===== src/rtl/jump_ctrl.sv =====
// jump_ctrl: control-flow sequencer for the 5-bit-address core.
// The instruction word at PC_IN is captured into a one-stage decode register.
// Control opcodes drive JMP/JMP_ADDR to the program counter and squash the
// wrong-path slot. CALL/RET use a small return-address stack, and HALT parks
// the core until reset.
// Optional build macro JUMP_CTRL_JNZ_EN: when defined, opcode 010 becomes JNZ.
module jump_ctrl #(
  parameter int unsigned AW    = 5,
  parameter int unsigned DEPTH = 4
) (
  input  logic          CLK,
  input  logic          RST,
  input  logic [AW-1:0] PC_IN,
  input  logic [AW+2:0] INSTR,
  input  logic          ZERO,
  output logic          JMP,
  output logic [AW-1:0] JMP_ADDR,
  output logic          EXEC_VALID,
  output logic          HALTED,
  output logic          STK_ERR
);

  // The stack pointer must represent every value from 0 to DEPTH.
  localparam int unsigned SPW = $clog2(DEPTH + 1);

  localparam logic [2:0] OpHalt = 3'b011;
  localparam logic [2:0] OpJmp  = 3'b100;
  localparam logic [2:0] OpJz   = 3'b101;
  localparam logic [2:0] OpCall = 3'b110;
  localparam logic [2:0] OpRet  = 3'b111;
`ifdef JUMP_CTRL_JNZ_EN
  localparam logic [2:0] OpJnz  = 3'b010;
`endif

  typedef enum logic {StRun, StHalted} state_e;

  state_e          r_state, w_state_d;
  logic [AW+2:0]   r_ir;
  logic [AW-1:0]   r_ir_pc;
  logic            r_ir_vld;
  logic [SPW-1:0]  r_sp;
  logic [AW-1:0]   r_stack [DEPTH];
  logic            r_stk_err;

  logic [2:0]      w_op;
  logic [AW-1:0]   w_tgt;
  logic [AW-1:0]   w_top;
  logic            w_jmp;
  logic [AW-1:0]   w_addr;
  logic            w_push;
  logic            w_pop;
  logic            w_err_set;

  assign w_op  = r_ir[AW+2:AW];
  assign w_tgt = r_ir[AW-1:0];

  // Select the top-of-stack entry, which is the slot just below the stack pointer.
  always_comb begin
    w_top = '0;
    for (int i = 0; i < DEPTH; i++) begin
      if (r_sp == SPW'(i + 1)) w_top = r_stack[i];
    end
  end

  // Decode the live instruction into jump, stack and halt actions.
  always_comb begin
    w_jmp     = 1'b0;
    w_addr    = '0;
    w_push    = 1'b0;
    w_pop     = 1'b0;
    w_err_set = 1'b0;
    w_state_d = r_state;
    if (r_state == StHalted) begin
      // Keep the PC spinning on the HALT word.
      w_jmp  = 1'b1;
      w_addr = r_ir_pc;
    end else if (r_ir_vld) begin
      case (w_op)
        OpHalt: begin
          w_jmp     = 1'b1;
          w_addr    = r_ir_pc;
          w_state_d = StHalted;
        end
        OpJmp: begin
          w_jmp  = 1'b1;
          w_addr = w_tgt;
        end
        OpJz: begin
          w_jmp  = ZERO;
          w_addr = ZERO ? w_tgt : '0;
        end
        OpCall: begin
          // On overflow the jump is still taken, but the return address is dropped.
          w_jmp  = 1'b1;
          w_addr = w_tgt;
          if (r_sp == SPW'(DEPTH)) w_err_set = 1'b1;
          else                     w_push    = 1'b1;
        end
        OpRet: begin
          // On underflow RET behaves as a NOP.
          if (r_sp != '0) begin
            w_jmp  = 1'b1;
            w_addr = w_top;
            w_pop  = 1'b1;
          end else begin
            w_err_set = 1'b1;
          end
        end
`ifdef JUMP_CTRL_JNZ_EN
        OpJnz: begin
          w_jmp  = ~ZERO;
          w_addr = ZERO ? '0 : w_tgt;
        end
`endif
        default: ;
      endcase
    end
  end

  assign JMP        = w_jmp;
  assign JMP_ADDR   = w_addr;
  assign EXEC_VALID = r_ir_vld & (r_state == StRun);
  assign HALTED     = (r_state == StHalted);
  assign STK_ERR    = r_stk_err;

  // Update the state, decode register, stack pointer and sticky error flag.
  always_ff @(posedge CLK) begin
    if (RST) begin
      r_state   <= StRun;
      r_ir      <= '0;
      r_ir_pc   <= '0;
      r_ir_vld  <= 1'b0;
      r_sp      <= '0;
      r_stk_err <= 1'b0;
    end else begin
      r_state <= w_state_d;
      // Freeze the decode register on entry to HALTED so IR_PC keeps the halt address.
      if (w_state_d == StRun) begin
        r_ir     <= INSTR;
        r_ir_pc  <= PC_IN;
        r_ir_vld <= ~w_jmp;
      end
      if (w_push)     r_sp <= r_sp + SPW'(1);
      else if (w_pop) r_sp <= r_sp - SPW'(1);
      if (w_err_set) r_stk_err <= 1'b1;
    end
  end

  // Write the return address. Stack contents are not reset.
  always_ff @(posedge CLK) begin
    for (int i = 0; i < DEPTH; i++) begin
      if (!RST && w_push && (r_sp == SPW'(i))) r_stack[i] <= r_ir_pc + AW'(1);
    end
  end

endmodule


===== config.mk =====
export PLATFORM = sky130hd
export DESIGN_NAME = jump_ctrl
export DESIGN_NICKNAME = d
export VERILOG_FILES = /design/src/rtl/jump_ctrl.sv
export SDC_FILE = /design/constraint.sdc
export NUM_CORES = 1
export LEC_CHECK = 0
export BUFFER_PORTS_ARGS = -buffer_cell sky130_fd_sc_hd__buf_2
export CORE_ASPECT_RATIO = 1.1
export CORE_UTILIZATION = 47
export CTS_BUF_LIST = sky130_fd_sc_hd__clkbuf_2 sky130_fd_sc_hd__clkbuf_4 sky130_fd_sc_hd__clkbuf_8
export DETAILED_ROUTE_END_ITERATION = 16
export HOLD_SLACK_MARGIN = 0.1
export PLACE_DENSITY_LB_ADDON = 0.08
export SLEW_MARGIN = 15
export SYNTH_ARGS = -nofsm -noshare
export SYNTH_HDL_FRONTEND = slang
export SYNTH_SLANG_ARGS = --single-unit

===== constraint.sdc =====
create_clock -name CLK -period 5.6 [get_ports CLK]
set_input_delay 0.84 -clock CLK [delete_from_list [all_inputs] [get_ports CLK]]
set_output_delay 0.84 -clock CLK [all_outputs]
set_load 0.01 [all_outputs]

== Word-level counts from Yosys, hierarchy flattened ==
Memory sizes are Yosys's and may differ from the RTL's.
Cells that the tools add are included.

* Bits in registers: 19
* Word-level logic and storage cells: 83
* RAM bits: 20
* Output and inout bits: 9
* Input port bits: 16
* Memories kept: 1

* Reduce and logical (&&, ||, !) cells: 14
* $add $sub $neg: 3
* Equality and inequality tests: 9
* Mux-type cells: 47
* Bitwise logic cells: 3

{| class="wikitable"
|+ Memory list
! memory !! words !! width !! rd ports !! clocked after Yosys merged registers in !! wr ports !! RTL line !! RTL
|-
| r_stack || 4 || 5 || 4 || 0 || 1 || 42 || <nowiki>logic [AW-1:0] r_stack [DEPTH];</nowiki>
|}

{| class="wikitable"
|+ Operator list
! kind !! count
|-
| two-way mux 5 bit || 11
|-
| two-way mux 1 bit || 28
|-
| case mux 5 bit (4 select lines) || 1
|-
| equality test 3 bit, second input constant || 5
|-
| OR reduction 5 bit || 3
|-
| equality test 3 x 2 -> 1 bit, second input constant || 3
|-
| two-way mux 2 bit || 3
|-
| two-way mux 3 bit || 2
|-
| adder 5 x 1 -> 5 bit, second input constant || 1
|-
| logical AND 1 bit || 5
|-
| adder 3 x 1 -> 3 bit, second input constant || 1
|-
| equality test 3 x 1 -> 1 bit, second input constant || 1
|-
| zero test 3 bit || 1
|-
| case mux 1 bit (3 select lines) || 1
|-
| nonzero test 3 bit || 1
|-
| OR reduction 3 bit || 1
|-
| subtractor 3 x 1 -> 3 bit, second input constant || 1
|-
| NOT 1 bit || 2
|-
| case mux 1 bit (2 select lines) || 1
|-
| nonzero test 2 bit || 1
|-
| OR reduction 2 bit || 1
|-
| AND 1 bit || 1
|-
| zero test 1 bit || 1
|}

== Longest topological paths before layout ==
Gate-level depths: netlist of run 1.

* Depth in word-level cells: 13
* Depth in mapped cells: 8
* Mapped depth without buffers: 5

== Worst setup path after synthesis of run 1 ==
OpenSTA, ideal clock, no wires.

* Kind: register to output
* Start: register r_sp[2]
* End: output JMP_ADDR[3]
* Buffers on the path: 3
* Data required time: 4.760 ns
* Arrival time: 1.638 ns
* Cell stages (with the launch flop): 9
* Setup slack: 3.122 ns
* Cells stage by stage: dfxtp_1 > buf_6 > buf_6 > inv_1 > ha_1 > buf_2 > nor4b_4 > a221oi_1 > o221ai_1

* Word-level cells in the longest chain between the ends: 9
* Elaborated cells on any way between the ends: 13
* Those cells by class: 4 x eq/ne; 8 x mux; 1 x reduce/logical

{| class="wikitable"
|+ Ends and longest elaborated chain
! what !! RTL line !! RTL
|-
| from (decl) || 41 || <nowiki>logic [SPW-1:0] r_sp;</nowiki>
|-
| from (signal assigned) || 143 || <nowiki>if (w_push) r_sp <= r_sp + SPW'(1);</nowiki>
|-
| from (signal assigned) || 144 || <nowiki>else if (w_pop) r_sp <= r_sp - SPW'(1);</nowiki>
|-
| equality test 3 x 1 -> 1 bit || 61 || <nowiki>if (r_sp == SPW'(i + 1)) w_top = r_stack[i];</nowiki>
|-
| two-way mux 5 bit (4 in series) || 61 ||
|-
| two-way mux 5 bit (*) || 101 || <nowiki>if (r_sp != '0) begin</nowiki>
|-
| case mux 5 bit (4 select lines) (*) || 78 || <nowiki>case (w_op)</nowiki>
|-
| two-way mux 5 bit (*) || 77 || <nowiki>end else if (r_ir_vld) begin</nowiki>
|-
| two-way mux 5 bit (*) || 73 || <nowiki>if (r_state == StHalted) begin</nowiki>
|-
| to (decl) || 17 || <nowiki>output logic [AW-1:0] JMP_ADDR,</nowiki>
|}

Every way passes the cells marked *; elsewhere a longest branch is shown, timed or not.

== Final worst setup path of run 1 ==
* Start: register r_sp[2]
* End: output JMP_ADDR[2]

Same word-level chain as after synthesis.

==> parameters.txt, run 1 <==
Parameter                              Value

Worst setup path
  Startpoint types    flop
  Critical Path End Type    output pin
  Worst Reg-to-Reg Cells    5
  Critical Path Max Stage Delay    0.71 ns
  Largest fanout on the critical path    17
  Worst reg2reg path endpoint    r_stack[3][3]
  Critical R2R Launch    r_sp[1]
  Data arrival time of the critical path    2.42 ns
  Data required time of the worst path    4.76 ns
  Cell type of the slowest stage on the worst timing path    dfxtp_1
  R2R Setup Slk    3.47 ns
  Critical Path, Cell by Cell    inv_1 > ha_1 > a22o_1 > a221oi_1 > o221ai_1 > buf_2
  Worst Path Class, Setup    flop to output pin

Floorplanning
  Placement row count    24
  Initial Utilization    0.496
  Placeable core region    4020 um^2
  Die area    4510 um^2
  Vertical extent of the die    70.3 um
  Total I/O pin count    25
  Floorplan die width    64.1 um

Worst hold path
  Hold Path Origin    STK_ERR
  Classification of the worst-slack hold path    flop to flop
  WHS Path Cells    2
  End point of the worst hold path    STK_ERR

Cells and area
  Net count reported at finish    224
  Antenna Cells    0
  Number of filler cells placed in the layout    382
  Syn-to-layout area delta    8.53%
  Storage element area    981 um^2
  Ratio of cells with drive above 1 in the final layout    0.198
  Multi-input logic area    865 um^2

CTS
  Post-CTS repair timing setup buffer count    0
  H-tree levels    2
  Gates resized, CTS repair    0
  CTS Hold Bufs    0
  Clock insertion delay at the later pin of the skew report    0.29 ns
  Number of clock sinks    39
  Clock root buffer master    clkbuf_8
  Clock buffers created by TritonCTS    5
  Clock tree from TritonCTS    done
  Clock transition at the registers of the reported paths    0.08 ns
  Number of buffers on the longest clock path    2

Timing
  Total Neg Setup Slack    0 ns
  Hold violation count in the final report    0
  Post-route clock period utilization    0.582
  Final setup violating endpoints    0
  Max-slew headroom    0.537
  Min Clock Period, post-route    3.26 ns
  Setup slack after layout    2.34 ns
  Final count of pins violating max slew    0
  RSZ-0062 raised after global routing    no
  Clock skew after layout    0.00679 ns
  Max Clk Rate    307 MHz
  Transition time of the tightest slew-check pin    0.689 ns

Route
  1st-pass router iterations    4
  Number of antenna-violating nets in the routed design    0
  Total Wirelength    4.10 mm
  Starting DRT DRC Count    111
  Remaining DRCs    0
  Vias per cell    5.73
  Routed WL per cell    16.1 um
  Via count    1456

Power and ir drop
  Clock network fraction of total power    0.346
  Power per cell area    253 nW/um^2
  Net switching share of the total power    0.238
  Worst IR Drop VDD    0.125 mV
  Leakage power    0.827 nW
  Power consumption    0.548 mW
  Fraction of power consumed by sequential logic    0.579
  Int Power    0.417 mW
  Proportion of power drawn by combinational gates    0.075
  Net Sw Power    0.131 mW

Global route
  Via count of the first global-routing pass    1420
  Overall fraction of global-route tracks in use    0.209
  Antenna violations before repair    0
  Pin count of the biggest net entering global routing    23
  First-pass GRT wire length    7.11 mm
  GRT overflow    0

Synthesis
  Distinct cell type count after synthesis    42
  Count of mapped cells out of synthesis    186
  Proportion of synthesized chip area in sequential cells    0.492
  YS warnings    0
  Share of the synthesized area in the top cell type    0.301
  Most numerous cell in the Yosys netlist    edfxtp_1
  Most numerous cell types in the synthesized netlist    edfxtp_1, dfxtp_1, a21oi_1
  Share of flip-flops with an asynchronous set or reset after synthesis    0
  Syn Area/Cell    10.7 um^2
  Post-synthesis cell type with the largest combined area    edfxtp_1
  Total nets after synthesis    209
  Synth Register Bits    39
  Biggest area contributors in the synthesized netlist    edfxtp_1, dfxtp_1, ha_1, a21oi_1, nand3_1
  Most common flop cell mapped by yosys    edfxtp_1
  Mapped Area    1990 um^2
  Count of flip-flops with a built-in enable after synthesis    20

Placement
  Final weighted congestion of routability-driven global placement    0.788
  Setup Slack @ Placement    2.65 ns
  Detailed placer's ending HPWL    3.01 mm
  IO Port Bufs    24

Run status
  Result of the run    complete, no violations

Flow run
  Max capacitance violation total    0
[worst max-delay path: cells and delay by family (launching register included)]
family,cells,cell delay [ns]
compound gates,3,0.76
flops,1,0.71
fa+ha+maj,1,0.35
buf+inv,2,0.31
[cell families after synthesis]
kind of cell,Yosys count,share of synthesized area
AOI/OAI and AO/OA,62,0.214
xor gates and xnor gates,4,0.0176
adders and majority gates,7,0.0439
buffers and inverters,28,0.0778
DFF,39,0.492
muxes,2,0.0107
and+or+nand+nor,44,0.144
[layer usage]
| layer | wire length (um) | track usage | vias to the layer above |
|---|---|---|---|
| met5 | 0 | 0 | - |
| met4 | 40 | 0.0593 | 0 |
| met3 | 176 | 0.0523 | 4 |
| met2 | 1960 | 0.319 | 41 |
| met1 | 1920 | 0.292 | 679 |
| li1 | - | - | 732 |
[power groups by stage]
stage / registers (mW) / clock network [mW] / logic [mW]
CTS: 0.318 / 0.194 / 0.0411
detailed placement: 0.324 / 0 / 0.0412
global placement: 0.324 / 0 / 0.0402
global route: 0.319 / 0.211 / 0.0462
floorplan: 0.319 / 0 / 0.0329
finish: 0.318 / 0.190 / 0.0409
[sequential cells by signal, indices dropped and copies added, names as in the netlist]
| name | cells |
|---|---|
| r_ir_vld | 1 |
| r_ir | 8 |
| r_ir_pc | 5 |
| HALTED | 1 |
| r_stack | 20 |
| r_sp | 3 |
| STK_ERR | 1 |
[cell type report]
class                   instances  share of cell area
clock buffers                   6              0.0353
clock inverters                 2             0.00578
inverters                      12              0.0208
multi-input cells             119               0.399
flip-flops and latches         39               0.453
well taps                      52              0.0301
repair buffers                 24              0.0555
[worst max-delay path by stage]
stage	slack (ns)	cells after the start	start	end
2_1_floorplan	3.12	8	r_sp[2]	JMP_ADDR[3]
3_3_place_gp	2.76	6	r_sp[2]	JMP_ADDR[0]
3_5_place_dp	2.65	6	r_sp[2]	JMP_ADDR[4]
4_1_cts	2.31	6	r_sp[2]	JMP_ADDR[1]
5_1_grt	2.14	6	r_sp[2]	JMP_ADDR[0]
6_report	2.34	6	r_sp[2]	JMP_ADDR[2]
[placed cells by master, fill, tap and decap left out, drive strengths merged, types with 2 or more instances in the layout]
| cell | synthesis | layout |
|---|---|---|
| o221ai | 7 | 7 |
| nand3 | 15 | 15 |
| and2 | 4 | 4 |
| a31oi | 2 | 2 |
| nor2 | 4 | 4 |
| clkbuf | 3 | 6 |
| a221oi | 5 | 5 |
| nand2 | 6 | 6 |
| xnor2 | 2 | 2 |
| edfxtp | 20 | 20 |
| xor2 | 2 | 2 |
| ha | 7 | 7 |
| a211oi | 3 | 3 |
| o21ai | 15 | 15 |
| nand2b | 2 | 2 |
| a22o | 5 | 5 |
| dfxtp | 19 | 19 |
| o2111ai | 5 | 5 |
| nand4b | 2 | 2 |
| inv | 12 | 12 |
| buf | 13 | 24 |
| a21oi | 17 | 17 |
| nor4 | 2 | 2 |
| and3b | 2 | 2 |
[metrics by stage]
step                utilization  instances  hold WS [ns]  instance area (um^2)
floorplan                     -        186         0.454                  1990
global placement          0.514        246         0.451                  2070
detailed placement        0.514        246         0.465                  2070
CTS                       0.536        254         0.482                  2160
global route              0.538        254         0.503                  2160
finish                    0.538        254         0.477                  2160
Note: power is estimated with default switching activity, not from simulation.
==> run 2: changes to the inputs <==
==> constraint.sdc (replaced) <==
create_clock -name CLK -period 3.1 [get_ports CLK]
set_input_delay 0.465 -clock CLK [delete_from_list [all_inputs] [get_ports CLK]]
set_output_delay 0.465 -clock CLK [all_outputs]
set_load 0.01 [all_outputs]
==> run 2 against run 1 <==
Clock skew down 0.00083 ns; first-iteration DRC count down 20%; clock-buffer cell count unchanged; via count up 1.9%; sequential cell count unchanged; register-to-register slack worse by 2.3 ns; critical endpoint is now JMP_ADDR[0].
==> parameters.txt, run 2 (same netlist as run 1, synthesis figures left out) <==
Parameter                              Value

Run status
  Result of the run    complete, no violations

Cells and area
  Area of all placed cells without fillers    2170 um^2
  Syn-to-layout area delta    8.97%
  Flip-flop count of the largest register, all copies and words added    20
  Antenna Cells    0
  Largest registers in the final layout    r_stack (20), r_ir (8), r_ir_pc (5)
  Commonest cells after routing, fill and taps aside    buf_2, edfxtp_1, dfxtp_1, a21oi_1, nand3_1
  Leading cell type in the layout, fill and taps excluded    buf_2
  Ratio of cells with drive above 1 in the final layout    0.201
  Net count reported at finish    226
  Top register by number of flip-flops    r_stack

Power and ir drop
  Power per cell area    453 nW/um^2
  Leakage power    0.838 nW
  Worst IR Drop VDD    0.307 mV

Global route
  Via count of the first global-routing pass    1431
  Pin count of the biggest net entering global routing    23
  First-pass GRT wire length    7.12 mm
  Antenna violations before repair    0
  GRT overflow    0
  Overall fraction of global-route tracks in use    0.206

Worst setup path
  Cell type of the slowest stage on the worst timing path    a221oi_1
  Timing startpoint of the critical path    r_sp[1]
  Critical Path Max Stage Delay    0.41 ns
  Largest fanout on the critical path    8
  Most common cell type on the critical path    ha_1
  Crit-path leading delay family    compound AO/OA/AOI/OAI gates
  Buffering stage count on the worst path with inverters included    1
  Data required time of the worst path    2.63 ns
  Critical R2R Launch    r_sp[0]
  Worst Path Class, Setup    flop to output pin
  Startpoint types    flop
  Critical Path, Cell by Cell    ha_1 > ha_1 > nor3b_2 > a221oi_1 > o221ai_1 > buf_2
  Critical Path End Type    output pin
  Data arrival time of the critical path    2.14 ns

CTS
  Clock insertion delay at the later pin of the skew report    0.28 ns
  Clock transition at the registers of the reported paths    0.08 ns
  Number of clock sinks    39
  Number of buffers on the longest clock path    2
  Clock root buffer master    clkbuf_8
  Clock buffers created by TritonCTS    5
  CTS Hold Bufs    0
  Clock tree from TritonCTS    done
  Post-CTS repair timing setup buffer count    0
  H-tree levels    2
  Gates resized, CTS repair    0

Placement
  Detailed placer's ending HPWL    3.12 mm
  IO Port Bufs    24
  Final weighted congestion of routability-driven global placement    0.842
  Placed cell areas    2080 um^2
  Setup Slack @ Placement    0.824 ns

Timing
  Max-slew headroom    0.616
  Setup slack after layout    0.498 ns
  Final setup violating endpoints    0
  Post-route clock period utilization    0.839
  RSZ-0062 raised after global routing    no
  Hold violation count in the final report    0
  Fin Hold WS    0.426 ns
  Final count of pins violating max slew    0
  Total Neg Setup Slack    0 ns
  Min Clock Period, post-route    2.60 ns
  Clock skew after layout    0.00596 ns
  Transition time of the tightest slew-check pin    0.575 ns
  Max Clk Rate    384 MHz

Route
  Number of antenna-violating nets in the routed design    0
  Total Wirelength    4.16 mm
  Routed WL per cell    16.3 um
  Remaining DRCs    0
  Starting DRT DRC Count    89
  Via count    1484
  1st-pass router iterations    4
  Vias per cell    5.80

Floorplanning
  Floorplan die width    64.1 um
  Vertical extent of the die    70.3 um
  Placeable core region    4020 um^2
  Die area    4510 um^2
  Placement row count    24
  Total I/O pin count    25
  Initial Utilization    0.496

Flow run
  Max capacitance violation total    0

Worst hold path
  Classification of the worst-slack hold path    input port to flop
  Hold Path Origin    INSTR[3]
==> run 2: metrics by stage <==
stage | power [mW] | instances | utilization
global route | 1.03 | 256 | 0.540
global placement | 0.657 | 248 | 0.518
finish | 0.984 | 256 | 0.540
CTS | 0.994 | 256 | 0.540
floorplan | 0.636 | 186 | -
detailed placement | 0.661 | 248 | 0.518
==> run 2: worst min-delay path: cells and delay by family <==
| kind | cells | cell delay [ns] |
|---|---|---|
| buffers and inverters | 1 | 0.09 |
| and+or+nand+nor | 1 | 0.05 |
| AOI/OAI and AO/OA | 1 | 0.05 |
==> run 2: final cells by class <==
type / instances / area (um^2)
inverter: 12 / 45.0
multi-input combinational: 119 / 858
fill: 360 / 1850
clock buffer: 6 / 76.3
tap: 52 / 65.1
sequential: 39 / 981
timing repair buffer: 26 / 135
clock inverter: 2 / 12.5
==> run 2: layer usage <==
layer / up-vias / wire (um) / track usage
met5: - / 0 / 0
met4: 0 / 19 / 0.0519
met3: 2 / 172 / 0.0556
met2: 42 / 2060 / 0.322
met1: 704 / 1910 / 0.282
li1: 736 / - / -
==> run 2: worst paths after layout <==
| path | end | slack [ns] | cells after the start |
|---|---|---|---|
| max | JMP_ADDR[0] | 0.50 | 6 |
| min | r_ir[3] | 0.43 | 3 |
| max reg2reg | r_stack[3][4] | 1.21 | 6 |
| min reg2reg | r_ir[1] | 0.49 | 2 |
==> run 2: report_power, final <==
group / internal [mW] / total (mW) / switching, mW
logic: 0.0313 / 0.0753 / 0.0439
registers: 0.557 / 0.574 / 0.0173
clock network: 0.166 / 0.334 / 0.169
